$ cat config.mk
export PLATFORM = sky130hd
export DESIGN_NAME = axis_fifo_param
export DESIGN_NICKNAME = d
export VERILOG_FILES = /design/src/rtl/axis_fifo_pkg.sv /design/src/rtl/axis_fifo_mem.sv /design/src/rtl/axis_fifo_param.sv
export SDC_FILE = /design/constraint.sdc
export NUM_CORES = 1
export LEC_CHECK = 0
export BUFFER_PORTS_ARGS = -buffer_cell sky130_fd_sc_hd__buf_2
export CORE_MARGIN = 2
export CORE_UTILIZATION = 30
export CTS_CLUSTER_DIAMETER = 100
export DETAILED_ROUTE_END_ITERATION = 10
export PLACE_DENSITY_LB_ADDON = 0.1
export SYNTH_ARGS = -nofsm -noshare
export SYNTH_HDL_FRONTEND = slang
export SYNTH_SLANG_ARGS = --single-unit
$ cat constraint.sdc
create_clock -name Aclk -period 6.6 [get_ports Aclk]
set_clock_uncertainty 0.05 [all_clocks]
set_input_delay 0.66 -clock Aclk [delete_from_list [all_inputs] [get_ports Aclk]]
set_output_delay 0.66 -clock Aclk [all_outputs]
set_load 0.02 [all_outputs]
$ cat src/rtl/axis_fifo_pkg.sv
// ---------------------------------------------------------------------------
// axis_fifo_pkg
// Shared helpers for the parametrised AXI4-Stream FIFO.
//   clog2_f       : constant-foldable ceil(log2(value)), usable in port widths
//   DEF_*         : default geometry of the FIFO (16 x 8-bit stream beats)
//   beat_w_f      : packed width of one stored beat {last, keep, data}
//   axis_beat_def_t : beat layout for the default geometry
// Modules with other geometries build their own axis_beat_t from their
// parameters with the same field order.
// ---------------------------------------------------------------------------
package axis_fifo_pkg;

  function automatic int clog2_f(input int value);
    int r;
    r = 0;
    for (int i = 0; i < 31; i++) begin
      if ((1 << i) < value) r = i + 1;
    end
    return r;
  endfunction

  function automatic int beat_w_f(input int data_w, input int keep_w);
    return 1 + keep_w + data_w;
  endfunction

  localparam int DEF_DATA_W = 8;
  localparam int DEF_KEEP_W = DEF_DATA_W / 8;
  localparam int DEF_DEPTH  = 16;
  localparam int ADDR_W     = clog2_f(DEF_DEPTH);
  localparam int PTR_W      = ADDR_W + 1;

  typedef struct packed {
    logic                  last;
    logic [DEF_KEEP_W-1:0] keep;
    logic [DEF_DATA_W-1:0] data;
  } axis_beat_def_t;

endpackage

$ cat src/rtl/axis_fifo_mem.sv
// ---------------------------------------------------------------------------
// axis_fifo_mem
// DEPTH x BEAT_W storage array: synchronous write, asynchronous read.
// The array has no reset; validity of entries is tracked by the pointers in
// the parent.
//   Aclk    : clock, write on rising edge
//   we_i    : write enable
//   waddr_i : write address
//   wdata_i : write data
//   raddr_i : read address (combinational read)
//   rdata_o : read data
// ---------------------------------------------------------------------------
module axis_fifo_mem
  import axis_fifo_pkg::*;
#(
  parameter int BEAT_W = 10,
  parameter int DEPTH  = 16
) (
  input  logic                        Aclk,
  input  logic                        we_i,
  input  logic [clog2_f(DEPTH)-1:0]   waddr_i,
  input  logic [BEAT_W-1:0]           wdata_i,
  input  logic [clog2_f(DEPTH)-1:0]   raddr_i,
  output logic [BEAT_W-1:0]           rdata_o
);

  logic [BEAT_W-1:0] mem_q [DEPTH];

  always_ff @(posedge Aclk) begin
    if (we_i) mem_q[waddr_i] <= wdata_i;
  end

  assign rdata_o = mem_q[raddr_i];

endmodule

$ cat src/rtl/axis_fifo_param.sv
// ---------------------------------------------------------------------------
// axis_fifo_param
// AXI4-Stream FIFO, first-word-fall-through, with fill-level status and an
// optional store-and-forward packet mode.
//
// Handshake: a beat moves on a rising Aclk edge when valid && ready on that
// interface; valid never depends combinationally on ready; once
// m_axis_tvalid is high it and the head beat hold until the pop.
//
// Ports
//   Aclk, Areset_n            : clock, asynchronous active-low reset
//   s_axis_t{valid,ready,data,keep,last} : upstream slave stream
//   m_axis_t{valid,ready,data,keep,last} : downstream master stream
//   level                     : stored beat count, 0..DEPTH
//   full, empty               : level == DEPTH / level == 0
//   pkt_cnt                   : stored beats carrying tlast
// ---------------------------------------------------------------------------
module axis_fifo_param
  import axis_fifo_pkg::*;
#(
  parameter int DATA_W      = 8,
  parameter int KEEP_W      = DATA_W / 8,
  parameter int DEPTH       = 16,
  parameter int PACKET_MODE = 0
) (
  input  logic                      Aclk,
  input  logic                      Areset_n,
  input  logic                      s_axis_tvalid,
  output logic                      s_axis_tready,
  input  logic [DATA_W-1:0]         s_axis_tdata,
  input  logic [KEEP_W-1:0]         s_axis_tkeep,
  input  logic                      s_axis_tlast,
  output logic                      m_axis_tvalid,
  input  logic                      m_axis_tready,
  output logic [DATA_W-1:0]         m_axis_tdata,
  output logic [KEEP_W-1:0]         m_axis_tkeep,
  output logic                      m_axis_tlast,
  output logic [clog2_f(DEPTH):0]   level,
  output logic                      full,
  output logic                      empty,
  output logic [clog2_f(DEPTH):0]   pkt_cnt
);

  localparam int ADDR_W = clog2_f(DEPTH);
  localparam int PTR_W  = ADDR_W + 1;

  typedef struct packed {
    logic              last;
    logic [KEEP_W-1:0] keep;
    logic [DATA_W-1:0] data;
  } axis_beat_t;

  localparam int BEAT_W = $bits(axis_beat_t);

  logic             rst_done_q;
  logic [PTR_W-1:0] w_ptr_q, w_ptr_d;
  logic [PTR_W-1:0] r_ptr_q, r_ptr_d;
  logic [PTR_W-1:0] pkt_cnt_q, pkt_cnt_d;
  logic             release_q, release_d;

  axis_beat_t wr_beat;
  axis_beat_t rd_beat;

  logic full_w, empty_w, m_valid_w;
  logic push, pop, push_last, pop_last;

  // Pointer-based flags: the extra MSB distinguishes full from empty when
  // the address bits match.
  assign empty_w = (w_ptr_q == r_ptr_q);
  assign full_w  = (w_ptr_q[ADDR_W-1:0] == r_ptr_q[ADDR_W-1:0]) &&
                   (w_ptr_q[ADDR_W] != r_ptr_q[ADDR_W]);

  // In packet mode the head is only offered once a whole packet is stored,
  // or when a packet is too long to ever fit (release) to avoid deadlock.
  assign m_valid_w = (PACKET_MODE != 0) ?
                     (!empty_w && ((pkt_cnt_q != '0) || release_q)) :
                     !empty_w;

  assign push      = s_axis_tvalid && s_axis_tready;
  assign pop       = m_valid_w && m_axis_tready;
  assign push_last = push && s_axis_tlast;
  assign pop_last  = pop && rd_beat.last;

  assign wr_beat = {s_axis_tlast, s_axis_tkeep, s_axis_tdata};

  axis_fifo_mem #(
    .BEAT_W (BEAT_W),
    .DEPTH  (DEPTH)
  ) u_mem (
    .Aclk    (Aclk),
    .we_i    (push),
    .waddr_i (w_ptr_q[ADDR_W-1:0]),
    .wdata_i (wr_beat),
    .raddr_i (r_ptr_q[ADDR_W-1:0]),
    .rdata_o (rd_beat)
  );

  always_comb begin
    w_ptr_d   = w_ptr_q;
    r_ptr_d   = r_ptr_q;
    pkt_cnt_d = pkt_cnt_q;
    release_d = release_q;

    if (push) w_ptr_d = w_ptr_q + PTR_W'(1);
    if (pop)  r_ptr_d = r_ptr_q + PTR_W'(1);

    case ({push_last, pop_last})
      2'b10:   pkt_cnt_d = pkt_cnt_q + PTR_W'(1);
      2'b01:   pkt_cnt_d = pkt_cnt_q - PTR_W'(1);
      default: pkt_cnt_d = pkt_cnt_q;
    endcase

    // A full FIFO with no complete packet can only drain by forwarding the
    // partial packet; stay in that state until its tlast leaves.
    if (pop_last)                          release_d = 1'b0;
    else if (full_w && (pkt_cnt_q == '0))  release_d = 1'b1;
  end

  always_ff @(posedge Aclk or negedge Areset_n) begin
    if (!Areset_n) begin
      rst_done_q <= 1'b0;
      w_ptr_q    <= '0;
      r_ptr_q    <= '0;
      pkt_cnt_q  <= '0;
      release_q  <= 1'b0;
    end else begin
      rst_done_q <= 1'b1;
      w_ptr_q    <= w_ptr_d;
      r_ptr_q    <= r_ptr_d;
      pkt_cnt_q  <= pkt_cnt_d;
      release_q  <= release_d;
    end
  end

  assign s_axis_tready = !full_w && rst_done_q;
  assign m_axis_tvalid = m_valid_w;
  assign m_axis_tdata  = m_valid_w ? rd_beat.data : '0;
  assign m_axis_tkeep  = m_valid_w ? rd_beat.keep : '0;
  assign m_axis_tlast  = m_valid_w ? rd_beat.last : 1'b0;

  assign level   = w_ptr_q - r_ptr_q;
  assign full    = full_w;
  assign empty   = empty_w;
  assign pkt_cnt = pkt_cnt_q;

endmodule

==> results.py, run 1 <==
metrics = {
    "status": {
        "run_status": "finished clean",
    },
    "floorplanning": {
        "ios": 38,
        "core_area_sq_um": 24200,
        "initial_utilization_pct": 30.4,
        "fp.dieArea_sq_um": 25800,
        "die-height_um": 161,
        "rows": 57,
        "die_x_um": 161,
    },
    "cts": {
        "cts_tree": "yes",
        "cts_max_level": 4,
        "cts_resized": 0,
        "cts_setup_buffers": 0,
        "clock_sinks": 176,
        "root_buffer": "clkbuf_16",
        "cts_made_buffers": 17,
        "path_clk_slew_ns": 0.07,
        "clkLatencyLatePin_ns": 0.42,
        "clockBufferDepth": 2,
        "ctsHoldBuffers": 0,
    },
    "sta": {
        "tightest_slew_ns": 1.20,
        "period_share_pct": 60.3,
        "period_minus_slack_ns": 3.98,
        "setup_violations": 0,
        "clock.fmax_mhz": 251,
        "finalSetupTns_ns": 0,
        "relSlewSlack_pct": 19.9,
        "final_hold_viol_count": 0,
        "finalMaxSlewViolations": 0,
        "rsz0062_at_grt": "false",
    },
    "setup_path": {
        "cp-start-kind": "flop",
        "path_class": "flop to flop",
        "critPathRequiredTime_ns": 6.84,
        "r2r_cells": 13,
        "r2r-end": "pkt_cnt[4]",
        "r2r_slack_ns": 2.62,
        "critical_path.reg2reg.startpoint": "r_ptr_q[3]",
        "critPathMaxFanout": 26,
        "critPathCaptureType": "flop",
        "critPathArrivalTime_ns": 4.22,
    },
    "drt": {
        "drt_iter0_drc": 259,
        "routed-via-count": 3594,
        "vias_per_cell": 4.61,
        "first_pass_iters": 7,
        "postRouteAntennaNets": 0,
        "routedWlPerCell_um": 20.5,
        "drt-total-wl_um": 15900,
        "post-route-drc-count": 0,
    },
    "power": {
        "leakagePower_nw": 2.97,
        "max-vdd-ir-drop_v": 0.000233,
        "internal-power_mw": 2.49,
        "power_frac_seq_pct": 37.5,
        "p_sw_share_pct": 35.5,
        "power_switching_mw": 1.37,
        "pwr-share-clk_pct": 25.9,
        "power_density_nw_per_um2": 452,
        "combPwrFrac_pct": 36.5,
    },
    "yosys": {
        "synth_xor_area_share_pct": 2.14,
        "synth_simple_gate_area_share_pct": 3.32,
        "synth_seq_cells": 176,
        "synthAdderAreaFrac_pct": 2.49,
        "synth_nets": 418,
        "seq_area_frac_synth_pct": 70.8,
        "synth_cell_types": 42,
        "synth_top_family_by_area": "multiplexers",
        "synth.area.mux_share_pct": 15.9,
        "synth_compound_area_share_pct": 3.11,
        "synthCells": 390,
        "netlist_area_sq_um": 7350,
        "syn-mean-instance-area_sq_um": 18.8,
        "yosysWarnings": 0,
    },
    "placed_design": {
        "globalplace.congestion": 0.783,
        "dp_hpwl_um": 10100,
        "port_buffers": 37,
    },
    "global_routing": {
        "grt_use_total_pct": 13.0,
        "grt_pass1_vias": 3789,
        "antenna_found_initial": 0,
        "grt_pass1_wl_um": 24100,
        "grt_max_degree": 29,
        "grt_overflow": 0,
    },
    "final_layout": {
        "areaGrowthSynthToFinish_pct": 16.3,
        "final_util_pct": 35.4,
        "layout.nets": 470,
        "diodes": 0,
        "drive_above_1_share_pct": 27.0,
    },
    "hold_path": {
        "hold_class": "input pin to asynchronous set/reset pin",
    },
    "flow_run": {
        "cap_violations": 0,
    },
}
==> how the worst max path moves through the flow <==
stage | startpoint | endpoint | slack (ns) | depth (start not counted)
after floorplan | r_ptr_q[2] | pkt_cnt[4] | 3.31 | 16
after global placement | r_ptr_q[2] | pkt_cnt[4] | 2.74 | 14
after detailed placement | r_ptr_q[2] | pkt_cnt[4] | 2.64 | 14
after CTS | r_ptr_q[2] | pkt_cnt[4] | 2.63 | 14
after global routing | r_ptr_q[2] | pkt_cnt[4] | 2.19 | 14
final | r_ptr_q[3] | pkt_cnt[4] | 2.62 | 13
==> worst max-delay path: stages (launching register included) <==
cell	delay, ns
dfrtp_1	0.94
inv_1	0.11
ha_1	0.38
and4_1	0.22
nand2_1	0.39
nand2_1	0.20
nor2_1	0.24
ha_1	0.38
xor2_1	0.18
ha_1	0.21
nor3_1	0.05
o21ai_0	0.16
o311ai_0	0.16
xor2_1	0.17
==> per-layer routing <==
metal	part of all wire, %	track usage, %	vias up	wire (um)
met5	0	0	-	0
met3	3.4	3.20	7	543
met1	45	17.0	1871	7200
met2	51	21.8	55	8100
li1	-	-	1661	-
met4	0.68	3.19	0	108
==> cells in the final DEF, fill, tap and decap left out, types with 3 or more instances in the layout <==
cell type / count
a21oi_1: 12
buf_2: 37
a21o_1: 3
nand3_1: 4
o21ai_0: 8
inv_1: 10
edfxtp_1: 160
ha_1: 13
xnor2_1: 12
nand4_1: 3
nor2_1: 18
mux2_2: 11
inv_6: 4
dfrtp_1: 15
xor2_1: 6
nor3_2: 4
buf_4: 17
o21ai_1: 4
clkbuf_16: 17
mux4_1: 15
mux4_2: 23
nand2_1: 9
mux2i_1: 13
==> synthesized netlist by cell type (all sizes together) <==
cell type  instances  area (sq um)
edfxtp           160          4800
mux2i             13           130
and3b              1          8.76
a32oi              2          17.5
conb               1          3.75
nor2              18          67.6
xnor2             12           105
clkbuf            10          37.5
mux4              38           912
a21oi             12          60.1
nand2b             2          12.5
and4               1          8.76
nand4              3          18.8
xor2               6          52.6
nor3b              2          15.0
o311ai             2          17.5
nand4b             1          8.76
buf               11          83.8
dfrtp             16           400
mux2              11           124
a2bb2oi            2          17.5
nor2b              2          12.5
nor3               5          25.0
a21o               3          22.5
o211a              1          10.0
o2111ai            1          8.76
ha                13           163
and3               2          12.5
nand3              4          20.0
nand2              9          33.8
fa                 1          20.0
a31oi              1          6.26
inv               11          41.3
o21ai             13          68.8
==> final cells by class <==
type,count,area [sq um]
Multi-Input combinational cell,182,2000
Sequential cell,176,5210
Tap cell,324,405
Timing Repair Buffer,54,313
Clock inverter,13,150
Fill cell,2271,15600
Inverter,11,41.3
Clock buffer,19,433
==> flip-flops by register name, summed over array words and instances (netlist names) <==
| signal | cells |
|---|---|
| pkt_cnt | 5 |
| r_ptr_q | 5 |
| rst_done_q | 1 |
| u_mem.mem_q | 160 |
| w_ptr_q | 5 |
==> cell families after synthesis <==
logic type / count (synthesis)
other: 1
flip-flops: 176
XOR/XNOR: 18
buffers and inverters: 32
adder cells (fa/ha/maj): 14
AND/OR/NAND/NOR: 50
AO/OA/AOI/OAI: 37
multiplexers: 62
==> power groups by stage <==
stage	logic [mW]	clock network (mW)	registers, mW
2_1_floorplan	1.09	0	1.40
3_3_place_gp	1.45	0	1.48
3_5_place_dp	1.45	0	1.48
4_1_cts	1.46	1.03	1.46
5_1_grt	1.54	1.08	1.47
6_report	1.41	1.00	1.45
==> per-stage QoR <==
step / hold WS [ns] / cell area (sq um) / total power [mW] / std cells / setup slack (ns)
CTS: 0.109 / 8550 / 3.94 / 779 / 2.63
detailed placement: 0.415 / 7970 / 2.93 / 747 / 2.64
global route: 0.109 / 8550 / 4.09 / 779 / 2.19
global placement: 0.405 / 7970 / 2.93 / 747 / 2.74
finish: 0.109 / 8550 / 3.86 / 779 / 2.62
floorplan: 0.314 / 7350 / 2.49 / 390 / 3.31
(Power assumes the default switching activity.)
==> run 2: changes to the inputs <==
==> constraint.sdc (replaced) <==
create_clock -name Aclk -period 3.2 [get_ports Aclk]
set_clock_uncertainty 0.05 [all_clocks]
set_input_delay 0.32 -clock Aclk [delete_from_list [all_inputs] [get_ports Aclk]]
set_output_delay 0.32 -clock Aclk [all_outputs]
set_load 0.02 [all_outputs]
==> results.py, run 2 (synthesized netlist as in run 1, its figures left out) <==
metrics = {
    "setup_path": {
        "r2r-end": "pkt_cnt[4]",
        "r2r_cells": 10,
        "critPathMaxFanout": 21,
        "cp-start-kind": "flop",
        "crit_chain": "buf_4 > buf_12 > mux4_1 > mux2_2 > o21ai_0 > a21oi_1 > buf_2",
        "critPathMaxStageDelay_ns": 0.60,
        "path_class": "flop to output pin",
        "crit_buf_inv": 3,
        "critPathCaptureType": "output pin",
        "crit_cells": 7,
        "critPathRequiredTime_ns": 2.83,
        "crit_family": "multiplexers",
        "critPathArrivalTime_ns": 2.64,
        "critical_path.reg2reg.startpoint": "r_ptr_q[2]",
        "crit_slowest_cell": "mux4_1",
        "r2r_slack_ns": 0.30,
    },
    "sta": {
        "relSlewSlack_pct": 54.2,
        "finalSetupTns_ns": 0,
        "tightest_slew_ns": 0.687,
        "setup_violations": 0,
        "period_share_pct": 94.1,
        "clock.fmax_mhz": 332,
        "finalMaxSlewViolations": 0,
        "final_hold_viol_count": 0,
        "period_minus_slack_ns": 3.01,
        "timing.hold.ws_ns": 0.153,
        "rsz0062_at_grt": "true",
    },
    "floorplanning": {
        "fp.dieArea_sq_um": 25800,
        "die-height_um": 161,
        "ios": 38,
        "rows": 57,
        "die_x_um": 161,
        "initial_utilization_pct": 30.4,
        "core_area_sq_um": 24200,
    },
    "drt": {
        "drt_iter0_drc": 272,
        "postRouteAntennaNets": 0,
        "routedWlPerCell_um": 19.9,
        "vias_per_cell": 4.63,
        "drt-total-wl_um": 15800,
        "first_pass_iters": 4,
        "routed-via-count": 3671,
        "post-route-drc-count": 0,
    },
    "final_layout": {
        "layout_commonest_cell": "edfxtp_1",
        "final_area_sq_um": 8660,
        "fillers": 2281,
        "areaGrowthSynthToFinish_pct": 17.8,
        "layout_common_cells": "160 x edfxtp_1, 37 x buf_2, 29 x buf_4",
        "diodes": 0,
        "layout.nets": 484,
        "drive_above_1_share_pct": 29.9,
        "instances_no_fill": 793,
        "final_util_pct": 35.8,
        "regMostFlops": "u_mem.mem_q",
        "register_area_sq_um": 5210,
        "largest_reg_flops": 160,
        "multiInputGateArea_sq_um": 2010,
    },
    "global_routing": {
        "grt_overflow": 0,
        "grt_use_total_pct": 12.9,
        "grt_pass1_vias": 3859,
        "antenna_found_initial": 0,
        "grt_pass1_wl_um": 23900,
        "grt_max_degree": 23,
    },
    "cts": {
        "clkLatencyLatePin_ns": 0.42,
        "clockBufferDepth": 2,
        "path_clk_slew_ns": 0.07,
        "cts_max_level": 4,
        "root_buffer": "clkbuf_16",
        "cts_made_buffers": 17,
        "cts_tree": "yes",
        "clock_sinks": 176,
        "cts_setup_buffers": 0,
    },
    "status": {
        "run_status": "finished clean",
    },
    "placed_design": {
        "dp_hpwl_um": 10200,
        "globalplace.congestion": 0.755,
        "port_buffers": 37,
        "place_area_sq_um": 8070,
        "placed_cells": 760,
    },
    "hold_path": {
        "hp-start": "m_axis_tready",
        "whs_endpoint": "r_ptr_q[4]",
        "hold_class": "input pin to flop",
        "hold_depth": 3,
    },
    "power": {
        "max-vdd-ir-drop_v": 0.000584,
        "leakagePower_nw": 3.03,
        "power_density_nw_per_um2": 924,
    },
    "flow_run": {
        "cap_violations": 0,
    },
}
## run 2: cell types whose count changed in the layout (fill, tap and decap cells not counted), moves of 2 or more
cell,delta
bufinv_16,-2
inv_6,-3
clkbuf_1,-2
inv_8,+5
buf_4,+12
## run 2: area by class of cell
| cell class | instances | share of cell area, % |
|---|---|---|
| Sequential cell | 176 | 60.1 |
| Inverter | 11 | 0.477 |
| Timing Repair Buffer | 68 | 5.00 |
| Clock buffer | 17 | 4.91 |
| Multi-Input combinational cell | 182 | 23.2 |
| Tap cell | 324 | 4.68 |
| Clock inverter | 15 | 1.66 |
## run 2: what timing repair did
item,in CTS,in global routing
hold endpoints to repair,16,0
hold buffers,1,0
gates resized for setup,3,3
setup endpoints to repair,7,3
## run 2: metrics by stage
stage                     setup slack [ns]  power, mW
after global routing               -0.0163       8.49
after global placement               0.156       6.11
after detailed placement            0.0813       6.12
final                                0.189       8.01
after CTS                           0.0394       8.14
after floorplan                     0.0226       5.14
## run 2: report_power, final
group / switching, mW / internal, mW
logic: 1.81 / 1.36
registers: 0.139 / 2.72
clock network: 0.946 / 1.04
total: 2.90 / 5.11
## run 2: worst register-to-register path, stage by stage (launching register included)
cell and delay, ns:
dfrtp_2 0.45, mux4_2 0.52, a2bb2oi_1 0.14, a32oi_1 0.29
nor2_1 0.13, ha_2 0.27, ha_1 0.37, o21ai_0 0.09
o21ai_0 0.14, o311ai_0 0.16, xor2_1 0.17
## run 2: how the worst max path moves through the flow
stage	to	start	slack [ns]
after detailed placement	pkt_cnt[4]	r_ptr_q[2]	0.08
after global placement	pkt_cnt[4]	r_ptr_q[2]	0.16
after global routing	pkt_cnt[4]	r_ptr_q[3]	-0.02
after floorplan	pkt_cnt[4]	r_ptr_q[3]	0.02
final	m_axis_tdata[0]	r_ptr_q[0]	0.19
after CTS	m_axis_tdata[1]	r_ptr_q[0]	0.04
## run 2: routing by layer
layer / global-route usage, % / share of wire, %
met1: 17.0 / 47
met2: 21.1 / 49
met3: 2.92 / 3.0
met4: 4.26 / 1.5
met5: 0 / 0
